`src/rtl/pa_clint_regs.sv`:
```
`default_nettype none
// ============================================================================
// Module      : pa_clint_regs
// Description : CLINT register/timer core - msip, mtimecmp, 64-bit mtime
//               counter and the machine software/timer interrupt lines.
// Revision    : 1.0 - initial release
// ============================================================================
module pa_clint_regs #(
    parameter int unsigned  TICK_SYNC    = 1,
    parameter logic [63:0]  MTIMECMP_RST = 64'hFFFF_FFFF_FFFF_FFFF
) (
    input  logic        forever_cpuclk,
    input  logic        cpurst,
    input  logic        busif_regs_msip_sel,
    input  logic        busif_regs_mtimecmp_lo_sel,
    input  logic        busif_regs_mtimecmp_hi_sel,
    input  logic        busif_regs_write_vld,
    input  logic [31:0] busif_regs_wdata,
    input  logic        sysio_clint_mtime_tick,
    input  logic        sysio_clint_mtime_stop,
    output logic [31:0] msip_value,
    output logic [31:0] mtimecmp_lo_value,
    output logic [31:0] mtimecmp_hi_value,
    output logic [31:0] mtime_lo_value,
    output logic [31:0] mtime_hi_value,
    output logic        clint_cpu_sw_int,
    output logic        clint_cpu_tmr_int
);

    logic        msip_q;
    logic        msip_d;
    logic [63:0] mtimecmp_q;
    logic [63:0] mtimecmp_d;
    logic [63:0] mtime_q;
    logic [63:0] mtime_d;
    logic        tmr_int_q;
    logic        w_inc;
    logic        w_msip_wr;
    logic        w_cmp_lo_wr;
    logic        w_cmp_hi_wr;

    // ------------------------------------------------------------------
    // Time-base increment source
    // ------------------------------------------------------------------
    generate
        if (TICK_SYNC != 0) begin : g_tick_sync
            logic sync1_q;
            logic sync2_q;
            logic prev_q;

            always_ff @(posedge forever_cpuclk) begin
                if (cpurst) begin
                    sync1_q <= 1'b0;
                    sync2_q <= 1'b0;
                    prev_q  <= 1'b0;
                end else begin
                    sync1_q <= sysio_clint_mtime_tick;
                    sync2_q <= sync1_q;
                    prev_q  <= sync2_q;
                end
            end

            assign w_inc = sync2_q & ~prev_q;
        end else begin : g_tick_direct
            assign w_inc = sysio_clint_mtime_tick;
        end
    endgenerate

    // ------------------------------------------------------------------
    // Next-state logic
    // ------------------------------------------------------------------
    assign w_msip_wr   = busif_regs_write_vld & busif_regs_msip_sel;
    assign w_cmp_lo_wr = busif_regs_write_vld & busif_regs_mtimecmp_lo_sel;
    assign w_cmp_hi_wr = busif_regs_write_vld & busif_regs_mtimecmp_hi_sel;

    always_comb begin
        msip_d     = msip_q;
        mtimecmp_d = mtimecmp_q;
        mtime_d    = mtime_q;

        if (w_msip_wr) begin
            msip_d = busif_regs_wdata[0];
        end

        if (w_cmp_lo_wr) begin
            mtimecmp_d[31:0] = busif_regs_wdata;
        end

        if (w_cmp_hi_wr) begin
            mtimecmp_d[63:32] = busif_regs_wdata;
        end

        // Events arriving while stopped are dropped, never accumulated.
        if (w_inc && !sysio_clint_mtime_stop) begin
            mtime_d = mtime_q + 64'd1;
        end
    end

    // ------------------------------------------------------------------
    // State registers
    // ------------------------------------------------------------------
    always_ff @(posedge forever_cpuclk) begin
        if (cpurst) begin
            msip_q     <= 1'b0;
            mtimecmp_q <= MTIMECMP_RST;
            mtime_q    <= 64'd0;
            tmr_int_q  <= 1'b0;
        end else begin
            msip_q     <= msip_d;
            mtimecmp_q <= mtimecmp_d;
            mtime_q    <= mtime_d;
            tmr_int_q  <= (mtime_q >= mtimecmp_q);
        end
    end

    // ------------------------------------------------------------------
    // Read values and interrupt lines
    // ------------------------------------------------------------------
    assign msip_value        = {31'd0, msip_q};
    assign mtimecmp_lo_value = mtimecmp_q[31:0];
    assign mtimecmp_hi_value = mtimecmp_q[63:32];
    assign mtime_lo_value    = mtime_q[31:0];
    assign mtime_hi_value    = mtime_q[63:32];
    assign clint_cpu_sw_int  = msip_q;
    assign clint_cpu_tmr_int = tmr_int_q;

endmodule
`default_nettype wire

```
`config.mk`:
```
export PLATFORM = sky130hd
export DESIGN_NAME = pa_clint_regs
export DESIGN_NICKNAME = d
export VERILOG_FILES = /design/src/rtl/pa_clint_regs.sv
export SDC_FILE = /design/constraint.sdc
export NUM_CORES = 1
export LEC_CHECK = 0
export BUFFER_PORTS_ARGS = -buffer_cell sky130_fd_sc_hd__buf_2
export CAP_MARGIN = 15
export CORE_MARGIN = 2
export CORE_UTILIZATION = 38
export DETAILED_ROUTE_END_ITERATION = 10
export GPL_ROUTABILITY_DRIVEN = 0
export MAX_ROUTING_LAYER = met4
export PLACE_DENSITY = 0.65
export SLEW_MARGIN = 20
export SYNTH_ARGS = -nofsm -noshare
export SYNTH_HDL_FRONTEND = slang
export SYNTH_SLANG_ARGS = --single-unit
```
`constraint.sdc`:
```
create_clock -name forever_cpuclk -period 6.3 [get_ports forever_cpuclk]
set_clock_uncertainty 0.15 [all_clocks]
set_input_delay 1.89 -clock forever_cpuclk [delete_from_list [all_inputs] [get_ports forever_cpuclk]]
set_output_delay 1.89 -clock forever_cpuclk [all_outputs]
set_load 0.02 [all_outputs]
```
-- Word level (Yosys, flattened, before mapping)
Cells that the tools add are included.
- bits in registers: 133
- bits of input ports: 40
- output and inout port bits: 162
- word-level logic and storage cells: 17
- $add $sub $neg: 1
- magnitude comparators: 1
- bitwise operators: 5
- reduce and logical (&&, ||, !) cells: 2
- operators by type and width (operator ; number):
    64-bit by 1-bit adder with 64-bit output, second input constant ; 1
    64-bit greater-or-equal comparator ; 1
    1-bit bitwise AND ; 4
    1-bit logical AND ; 1
    1-bit logical NOT ; 1
    1-bit NOT ; 1

-- Logic depth before layout (Yosys ltp)
Gate-level depths: netlist (run 1).
- depth after elaboration: 3
- mapped depth: 9
- depth with buffers taken out: 9

-- Worst setup path after synthesis (run 1)
No wires, ideal clock.
- path type: input port to flip-flop
- start: in sysio_clint_mtime_stop
- end: reg mtime_q[52]
- setup time: 0.128 ns
- arrival time: 3.316 ns
- required time: 6.022 ns
- slack: 2.706 ns
- stages on the path: 8
- buffers on the path: 1
- cells stage by stage: and4bb_2 > nand4_2 > nor3_4 > and3_1 > buf_2 > nand4_1 > xor2_1 > nor2_1
- longest elaborated chain between the ends: 2
- RTL lines (element ; line ; text):
    start: declaration ; 20 ; input logic sysio_clint_mtime_stop,
    1-bit logical NOT ; 94 ; if (w_inc && !sysio_clint_mtime_stop) begin
    1-bit logical AND ; 94 ;
    end signal: assignment ; 111 ; mtime_q <= mtime_d;
    end: declaration ; 34 ; logic [63:0] mtime_q;
No other way between the ends.
A chain may end at the register's enable or synchronous reset.

-- Worst setup path in the final report (run 1)
- start: in sysio_clint_mtime_stop
- end: reg mtime_q[51]
Same word-level chain as after synthesis.

==> impl_table.tex, run 1 <==
\begin{tabular}{lr}
\hline
Metric & Value \\
\hline
\multicolumn{2}{l}{\textbf{Placed design}} \\
Count of input and output buffers & 170 \\
Placed cell areas & 8050 sq um \\
Half-perimeter wire length after placement & 14800 um \\
Worst setup timing slack at the placement stage & 2.157 ns \\
\multicolumn{2}{l}{\textbf{Drt}} \\
Number of vias per cell after detailed routing & 5.155 \\
Wire per inst & 16.21 um \\
Via count & 6263 \\
Total iterations of the first detailed-routing run & 5 \\
Antenna Nets Post-Route & 0 \\
Final Routed Wirelength & 19690 um \\
Remaining design rule violation count & 0 \\
Initial DRC Count & 327 \\
\multicolumn{2}{l}{\textbf{Floorplanning}} \\
Placement row count & 50 \\
DIE AREA & 19910 sq um \\
Chip width & 141.1 um \\
Top-level I/O count & 202 \\
Starting Density & 38.44\% \\
Placeable core region & 18580 sq um \\
Overall die height & 141.1 um \\
\multicolumn{2}{l}{\textbf{Power}} \\
Share of power burned in registers & 42.9\% \\
Worst ir drop on vdd & 188.6 uV \\
Power Dens Cells & 242.5 nW/um\^{}2 \\
Net switching power figure & 0.5246 mW \\
Part of the power in combinational logic & 9.8\% \\
Internal Pwr Total & 1.569 mW \\
Final Total Pwr & 2.093 mW \\
Static Leak & 4.701 nW \\
Sw Ratio & 25.06\% \\
Clock network fraction of design power & 47.3\% \\
\multicolumn{2}{l}{\textbf{Worst setup path}} \\
Setup slack on the worst flop-to-flop path & 3.75 ns \\
Critical path data required time & 6.42 ns \\
Worst setup path class & in2reg \\
Sort of element at the start of the critical path & primary input \\
R2r startpoint & mtime\_q[1] \\
Crit path capture type & flop \\
Logic depth of the worst register-to-register path & 8 \\
Worst R2R End & mtime\_q[62] \\
Biggest fanout along the worst timing path & 8 \\
Worst Path Arrival & 3.79 ns \\
\multicolumn{2}{l}{\textbf{Clock tree}} \\
Cell chosen for the clock root & clkbuf\_16 \\
Post-CTS Resized & 0 \\
Clk buf depth & 2 \\
Cts bufs inserted & 17 \\
Clock slew at the register clock pins of the worst setup and hold paths & 0.06 ns \\
Clock insertion delay at the later pin of the skew report & 0.42 ns \\
Post-CTS Hold Fix Bufs & 0 \\
TritonCTS clock tree & yes \\
Number of clock sinks seen by CTS & 133 \\
Buffer count from post-CTS setup fixing & 0 \\
Htree depth & 4 \\
\multicolumn{2}{l}{\textbf{Global routing}} \\
Global router's overall resource usage & 20.68\% \\
Largest net degree at the start of global routing & 82 \\
Vias in the first global route & 5938 \\
First-pass GRT wire length & 31620 um \\
GR Overflow Total & 0 \\
Initial antenna violation count & 0 \\
\multicolumn{2}{l}{\textbf{Hold path}} \\
Depth of the worst hold-timing path & 1 \\
Startpoint of the tightest hold check path & g\_tick\_sync.sync1\_q \\
Class of the tightest hold or removal check & reg2reg \\
Worst hold path endpoint & g\_tick\_sync.sync2\_q \\
\multicolumn{2}{l}{\textbf{Layout}} \\
Ratio of cells with drive above 1 in the final layout & 21.71\% \\
Final Core Density & 46.46\% \\
Nets@finish & 1073 \\
Post-route cell area & 8633 sq um \\
Signed area change from the synthesized netlist to the final layout & 20.88\% \\
Antenna Diode Count & 0 \\
\multicolumn{2}{l}{\textbf{STA}} \\
Setup ws final & 2.633 ns \\
Number of setup violations in the final report & 0 \\
Transition time of the tightest slew-check pin & 0.8623 ns \\
Period utilisation layout & 58.20\% \\
Worst slew margin relative to its limit & 42.52\% \\
Post-Route Setup TNS & 0 ns \\
Max-slew violation total from the final report & 0 \\
Period minus WS final & 3.667 ns \\
Final hold violations & 0 \\
Highest Clock Rate & 0.2727 GHz \\
Setup repair after global routing missed its margin & no \\
\multicolumn{2}{l}{\textbf{Synth}} \\
Share of synthesized area occupied by flip-flops and latches & 37.28\% \\
\#FFs+latches synth & 133 \\
Synth Instances & 813 \\
Cell Area, Synth & 7142 sq um \\
Mean post-synth cell area & 8.785 sq um \\
Number of warnings reported in the yosys synthesis log & 0 \\
Netlist cell types & 42 \\
\multicolumn{2}{l}{\textbf{Flow run}} \\
Number of max-cap violations & 0 \\
\multicolumn{2}{l}{\textbf{Status}} \\
Outcome & complete, no violations \\
\hline
\end{tabular}
## power by group through the flow
stage          combinational [mW]  sequential (mW)  clock [mW]
2_1_floorplan               0.118            0.942           0
3_5_place_dp                0.205            0.916           0
3_3_place_gp                0.204            0.916           0
6_report                    0.205            0.898       0.990
4_1_cts                     0.206            0.898        1.01
5_1_grt                     0.226            0.902        1.04
## cell usage after synthesis
cell / instances / area [sq um]
a2111oi_0: 2 / 17.52
a211o_1: 65 / 569.3
a211oi_1: 3 / 22.52
a21o_1: 7 / 52.55
a21oi_1: 35 / 175.2
a221oi_1: 1 / 8.760
and2_1: 2 / 12.51
and3_1: 74 / 462.9
and4_1: 9 / 78.83
and4_4: 1 / 11.26
and4bb_2: 1 / 12.51
buf_2: 1 / 5.000
buf_4: 33 / 247.7
clkbuf_1: 34 / 127.6
conb_1: 1 / 3.750
dfxtp_1: 133 / 2663
ha_1: 65 / 813.3
inv_1: 69 / 259.0
mux2i_1: 1 / 10.01
nand2_1: 43 / 161.4
nand2_4: 1 / 11.26
nand2b_1: 1 / 6.260
nand3_1: 29 / 145.1
nand4_1: 27 / 168.9
nand4_2: 2 / 25.02
nand4_4: 1 / 21.27
nor2_1: 69 / 259.0
nor2b_1: 5 / 31.28
nor3_1: 8 / 40.04
nor3_2: 1 / 10.01
nor3_4: 1 / 16.27
nor3b_1: 1 / 7.510
nor4_1: 2 / 12.51
nor4_2: 1 / 12.51
nor4_4: 1 / 21.27
o211ai_1: 1 / 7.510
o21a_1: 1 / 7.510
o21ai_0: 17 / 85.08
o21bai_1: 1 / 7.510
or3_1: 8 / 50.05
xnor2_1: 14 / 122.6
xor2_1: 41 / 359.1
## cell type report
class                   count  area (sq um)
well taps                 234         292.8
fillers                  1825          9947
clock inverters            11         132.6
repair buffers            174         883.3
multi-input cells         573          3953
flip-flops and latches    133          2663
inverters                  69         259.0
clock buffers              21         450.4
## worst max-delay path, cell delays in order
cell and delay, ns:
buf_2 0.10, and4bb_2 0.39, nand4_4 0.18, nor4_4 0.42, and3_1 0.46, nand3_1 0.14, xor2_1 0.16, nor2_1 0.05
## per-layer routing
metal | wire [um] | vias up | global-route usage [%] | share of wire (%)
li1 | - | 3107 | - | -
met1 | 9301 | 2963 | 27.87 | 47
met2 | 9128 | 170 | 31.71 | 46
met3 | 970 | 23 | 3.872 | 4.9
met4 | 293 | 0 | 6.000 | 1.5
met5 | 0 | - | - | 0
## flip-flops by register name (all words and copies together) (netlist names)
| register | count |
|---|---|
| g_tick_sync.sync1_q | 1 |
| mtime_q | 64 |
| g_tick_sync.prev_q | 1 |
| clint_cpu_sw_int | 1 |
| g_tick_sync.sync2_q | 1 |
| clint_cpu_tmr_int | 1 |
| mtimecmp_q | 64 |
## cell usage in the layout, fill, tap and decap left out, drive strengths merged, types with 21 or more instances in the layout
cell type / netlist / layout
ha: 65 / 65
dfxtp: 133 / 133
nand2: 44 / 44
xor2: 41 / 41
and3: 74 / 74
nand4: 30 / 30
conb: 1 / 31
a21oi: 35 / 35
nor2: 69 / 69
inv: 69 / 69
clkbuf: 34 / 21
nand3: 29 / 29
buf: 34 / 174
a211o: 65 / 65
## per-stage QoR
step,std cells,hold slack (ns)
floorplan,843,0.2638
global placement,1183,0.2680
detailed placement,1183,0.2792
CTS,1215,0.2928
global route,1215,0.3153
finish,1215,0.2900
## kinds of logic (layout without fill, tap and decap cells)
| family | after synthesis | count (layout) | share of synthesized area [%] |
|---|---|---|---|
| buffers and inverters | 137 | 275 | 8.952 |
| XOR/XNOR | 55 | 55 | 6.745 |
| AND/OR/NAND/NOR | 288 | 288 | 22.09 |
| adder cells (fa/ha/maj) | 65 | 65 | 11.39 |
| other | 1 | 31 | 0.05251 |
| flip-flops | 133 | 133 | 37.28 |
| multiplexers | 1 | 1 | 0.1402 |
| AO/OA/AOI/OAI | 133 | 133 | 13.35 |
## worst max-delay path by stage
stage                      startpoint          end  slack (ns)  cells after the start
2_1_floorplan  sysio_clint_mtime_stop  mtime_q[52]        2.71                      8
3_3_place_gp   sysio_clint_mtime_stop  mtime_q[63]        2.17                      8
3_5_place_dp   sysio_clint_mtime_stop  mtime_q[63]        2.16                      8
4_1_cts        sysio_clint_mtime_stop  mtime_q[51]        2.60                      8
5_1_grt        sysio_clint_mtime_stop  mtime_q[57]        2.46                      8
6_report       sysio_clint_mtime_stop  mtime_q[51]        2.63                      8
No activity file was read; power rests on OpenSTA's default activity.
==> inputs of run 2 (changes only) <==
--- a/config.mk
+++ b/config.mk
@@ -5,6 +5,7 @@
 export SDC_FILE = /design/constraint.sdc
 export NUM_CORES = 1
 export LEC_CHECK = 0
+export ABC_AREA = 1
 export BUFFER_PORTS_ARGS = -buffer_cell sky130_fd_sc_hd__buf_2
 export CAP_MARGIN = 15
 export CORE_MARGIN = 2
==> constraint.sdc (replaced) <==
create_clock -name forever_cpuclk -period 3.7 [get_ports forever_cpuclk]
set_clock_uncertainty 0.15 [all_clocks]
set_input_delay 1.11 -clock forever_cpuclk [delete_from_list [all_inputs] [get_ports forever_cpuclk]]
set_output_delay 1.11 -clock forever_cpuclk [all_outputs]
set_load 0.02 [all_outputs]
==> run 2 against run 1 <==
Register-to-register slack worse by 2.2 ns. Die area grew 9.9%. Core utilization grew 0.29 points. Combinational power grew 73%. Cell area increased by 9.9%. Synthesized area is 10% higher. Worst hold slack worse by 0.033 ns. Critical endpoint is now mtime_hi_value[19]. Highest routed layer unchanged.
==> impl_table.tex, run 2 <==
\begin{tabular}{lr}
\hline
Metric & Value \\
\hline
\multicolumn{2}{l}{\textbf{Drt}} \\
Number of vias per cell after detailed routing & 5.030 \\
Via count & 7953 \\
Final Routed Wirelength & 25600 um \\
Total iterations of the first detailed-routing run & 5 \\
Remaining design rule violation count & 0 \\
Wire per inst & 16.19 um \\
Antenna Nets Post-Route & 0 \\
Initial DRC Count & 577 \\
\multicolumn{2}{l}{\textbf{Floorplanning}} \\
Starting Density & 38.76\% \\
Top-level I/O count & 202 \\
DIE AREA & 21870 sq um \\
Overall die height & 147.9 um \\
Chip width & 147.9 um \\
Placeable core region & 20300 sq um \\
Placement row count & 52 \\
\multicolumn{2}{l}{\textbf{Synth}} \\
Number of warnings reported in the yosys synthesis log & 0 \\
Share of synthesized area occupied by flip-flops and latches & 33.84\% \\
Synth Area in Compound Gates & 13.52\% \\
Area leader, netlist & dfxtp\_1 \\
Post-synthesis xor/xnor area fraction & 0.7791\% \\
EDFF count, synth & 0 \\
Main combinational cell family by area after synthesis & simple AND/OR/NAND/NOR gates \\
Synth Instances & 1131 \\
Most instantiated cells after synthesis & nand2\_1 (249), inv\_1 (172), dfxtp\_1 (133), nor2\_1 (110), a21oi\_1 (73) \\
Area share of fa/ha/maj cells after synthesis & 10.34\% \\
Proportion of register bits with asynchronous set or reset after synthesis & 0\% \\
Simple-gate area share of the yosys netlist & 28.69\% \\
Cell Area, Synth & 7869 sq um \\
Mux cell area share after synthesis & 0\% \\
Main synth FF type & dfxtp\_1 \\
Netlist cell types & 34 \\
Biggest area contributors in the synthesized netlist & dfxtp\_1 (34\%), nand2\_1 (12\%), ha\_1 (10\%) \\
Most used standard cell by instance count after synthesis & nand2\_1 \\
\#FFs+latches synth & 133 \\
Post-synth top area share & 33.84\% \\
Mean post-synth cell area & 6.957 sq um \\
\multicolumn{2}{l}{\textbf{Worst setup path}} \\
CP Capture Point & mtime\_hi\_value[19] \\
Biggest fanout along the worst timing path & 8 \\
Top delay family on crit path & flip-flops \\
Worst R2R End & mtime\_q[55] \\
Ordered list of cells on the worst path & buf\_2 \\
Worst setup startpoint & mtime\_q[51] \\
Crit path capture type & output port \\
Slowest cell on the critical path & dfxtp\_1 \\
Setup slack on the worst flop-to-flop path & 1.58 ns \\
Worst Path Arrival & 1.30 ns \\
Sort of element at the start of the critical path & flop \\
Critical path data required time & 2.44 ns \\
Buffers \& Inverters on Critical Path & 1 \\
Largest stage delay on the critical path & 0.60 ns \\
Worst setup path class & reg2out \\
Number of logic stages on the critical path including buffering & 1 \\
R2r startpoint & mtime\_q[21] \\
Logic depth of the worst register-to-register path & 10 \\
\multicolumn{2}{l}{\textbf{Layout}} \\
Commonest cells after routing, fill and taps aside & nand2\_1 (249), inv\_1 (172), buf\_2 (170) \\
Ratio of cells with drive above 1 in the final layout & 18.61\% \\
Antenna Diode Count & 0 \\
Final Core Density & 46.76\% \\
Nets@finish & 1403 \\
Top Registers & mtime\_q (64), mtimecmp\_q (64) \\
Most common cell after layout, fill and taps aside & nand2\_1 \\
Signed area change from the synthesized netlist to the final layout & 20.62\% \\
\multicolumn{2}{l}{\textbf{Placed design}} \\
Count of input and output buffers & 170 \\
Half-perimeter wire length after placement & 20010 um \\
\multicolumn{2}{l}{\textbf{Status}} \\
Outcome & complete, no violations \\
\multicolumn{2}{l}{\textbf{Clock tree}} \\
Cell chosen for the clock root & clkbuf\_16 \\
Number of clock sinks seen by CTS & 133 \\
Clk buf depth & 2 \\
Post-CTS Hold Fix Bufs & 0 \\
Clock slew at the register clock pins of the worst setup and hold paths & 0.06 ns \\
Htree depth & 4 \\
TritonCTS clock tree & yes \\
Buffer count from post-CTS setup fixing & 0 \\
Clock insertion delay at the later pin of the skew report & 0.43 ns \\
Cts bufs inserted & 17 \\
Post-CTS Resized & 0 \\
\multicolumn{2}{l}{\textbf{STA}} \\
Period minus WS final & 2.556 ns \\
Post-Route Setup TNS & 0 ns \\
Final hold violations & 0 \\
Transition time of the tightest slew-check pin & 0.6985 ns \\
Worst slew margin relative to its limit & 53.00\% \\
Number of setup violations in the final report & 0 \\
Period utilisation layout & 69.07\% \\
Max-slew violation total from the final report & 0 \\
Highest Clock Rate & 0.3913 GHz \\
Setup repair after global routing missed its margin & no \\
\multicolumn{2}{l}{\textbf{Flow run}} \\
Number of max-cap violations & 0 \\
\multicolumn{2}{l}{\textbf{Global routing}} \\
GR Overflow Total & 0 \\
Global router's overall resource usage & 23.81\% \\
Largest net degree at the start of global routing & 109 \\
Vias in the first global route & 7289 \\
First-pass GRT wire length & 38920 um \\
Initial antenna violation count & 0 \\
\multicolumn{2}{l}{\textbf{Power}} \\
Worst ir drop on vdd & 272.2 uV \\
Net switching power figure & 0.9332 mW \\
Share of power burned in registers & 41.5\% \\
Clock network fraction of design power & 48.7\% \\
Part of the power in combinational logic & 9.8\% \\
Sw Ratio & 25.71\% \\
Static Leak & 4.632 nW \\
Power Dens Cells & 382.4 nW/um\^{}2 \\
Internal Pwr Total & 2.697 mW \\
\multicolumn{2}{l}{\textbf{Hold path}} \\
Class of the tightest hold or removal check & reg2reg \\
\hline
\end{tabular}
run 2: cell families (layout without fill, tap and decap cells):
logic type / after synthesis / in the layout
flops: 133 / 133
compound gates: 178 / 178
fa+ha+maj: 65 / 65
xor+xnor: 7 / 7
buf+inv: 235 / 385
other cells: 1 / 31
simple gates: 512 / 512
run 2: metrics by stage:
stage                     power (mW)  cell area [sq um]  hold WS (ns)  instances  setup WS (ns)
after floorplan                1.788               7981        0.2383       1161          1.320
after global routing           3.749               9492        0.3016       1581          1.135
after detailed placement       1.892               8889        0.2506       1549         0.9890
final                          3.630               9492        0.2567       1581          1.144
after CTS                      3.642               9492        0.2602       1581          1.158
after global placement         1.886               8889        0.2513       1549          1.023
run 2: layout make-up:
type / count / area [sq um]
Tap cell: 270 / 337.8
Timing Repair Buffer: 177 / 915.9
Inverter: 176 / 660.6
Fill cell: 2129 / 10810
Multi-Input combinational cell: 793 / 4312
Clock inverter: 9 / 125.1
Sequential cell: 133 / 2663
Clock buffer: 23 / 478.0
run 2: power groups by stage:
stage	clock [mW]	sequential, mW	combinational (mW)
2_1_floorplan	0	1.59	0.196
3_3_place_gp	0	1.54	0.349
3_5_place_dp	0	1.54	0.355
4_1_cts	1.78	1.51	0.356
5_1_grt	1.85	1.51	0.390
6_report	1.77	1.51	0.355
run 2: worst min-delay path by stage:
stage | start | end | slack [ns] | depth (start not counted)
5_1_grt | g_tick_sync.sync1_q | g_tick_sync.sync2_q | 0.30 | 2
4_1_cts | g_tick_sync.sync1_q | g_tick_sync.sync2_q | 0.26 | 2
3_5_place_dp | g_tick_sync.sync1_q | g_tick_sync.sync2_q | 0.25 | 2
3_3_place_gp | g_tick_sync.sync1_q | g_tick_sync.sync2_q | 0.25 | 2
2_1_floorplan | g_tick_sync.sync1_q | g_tick_sync.sync2_q | 0.24 | 2
6_report | g_tick_sync.sync1_q | g_tick_sync.sync2_q | 0.26 | 2
run 2: metal layers:
layer	wire length [um]	up-vias	track usage (%)
met5	0	-	-
met4	533	0	7.905
met3	1729	47	4.383
met2	11530	306	37.37
met1	11810	3626	31.05
li1	-	3974	-
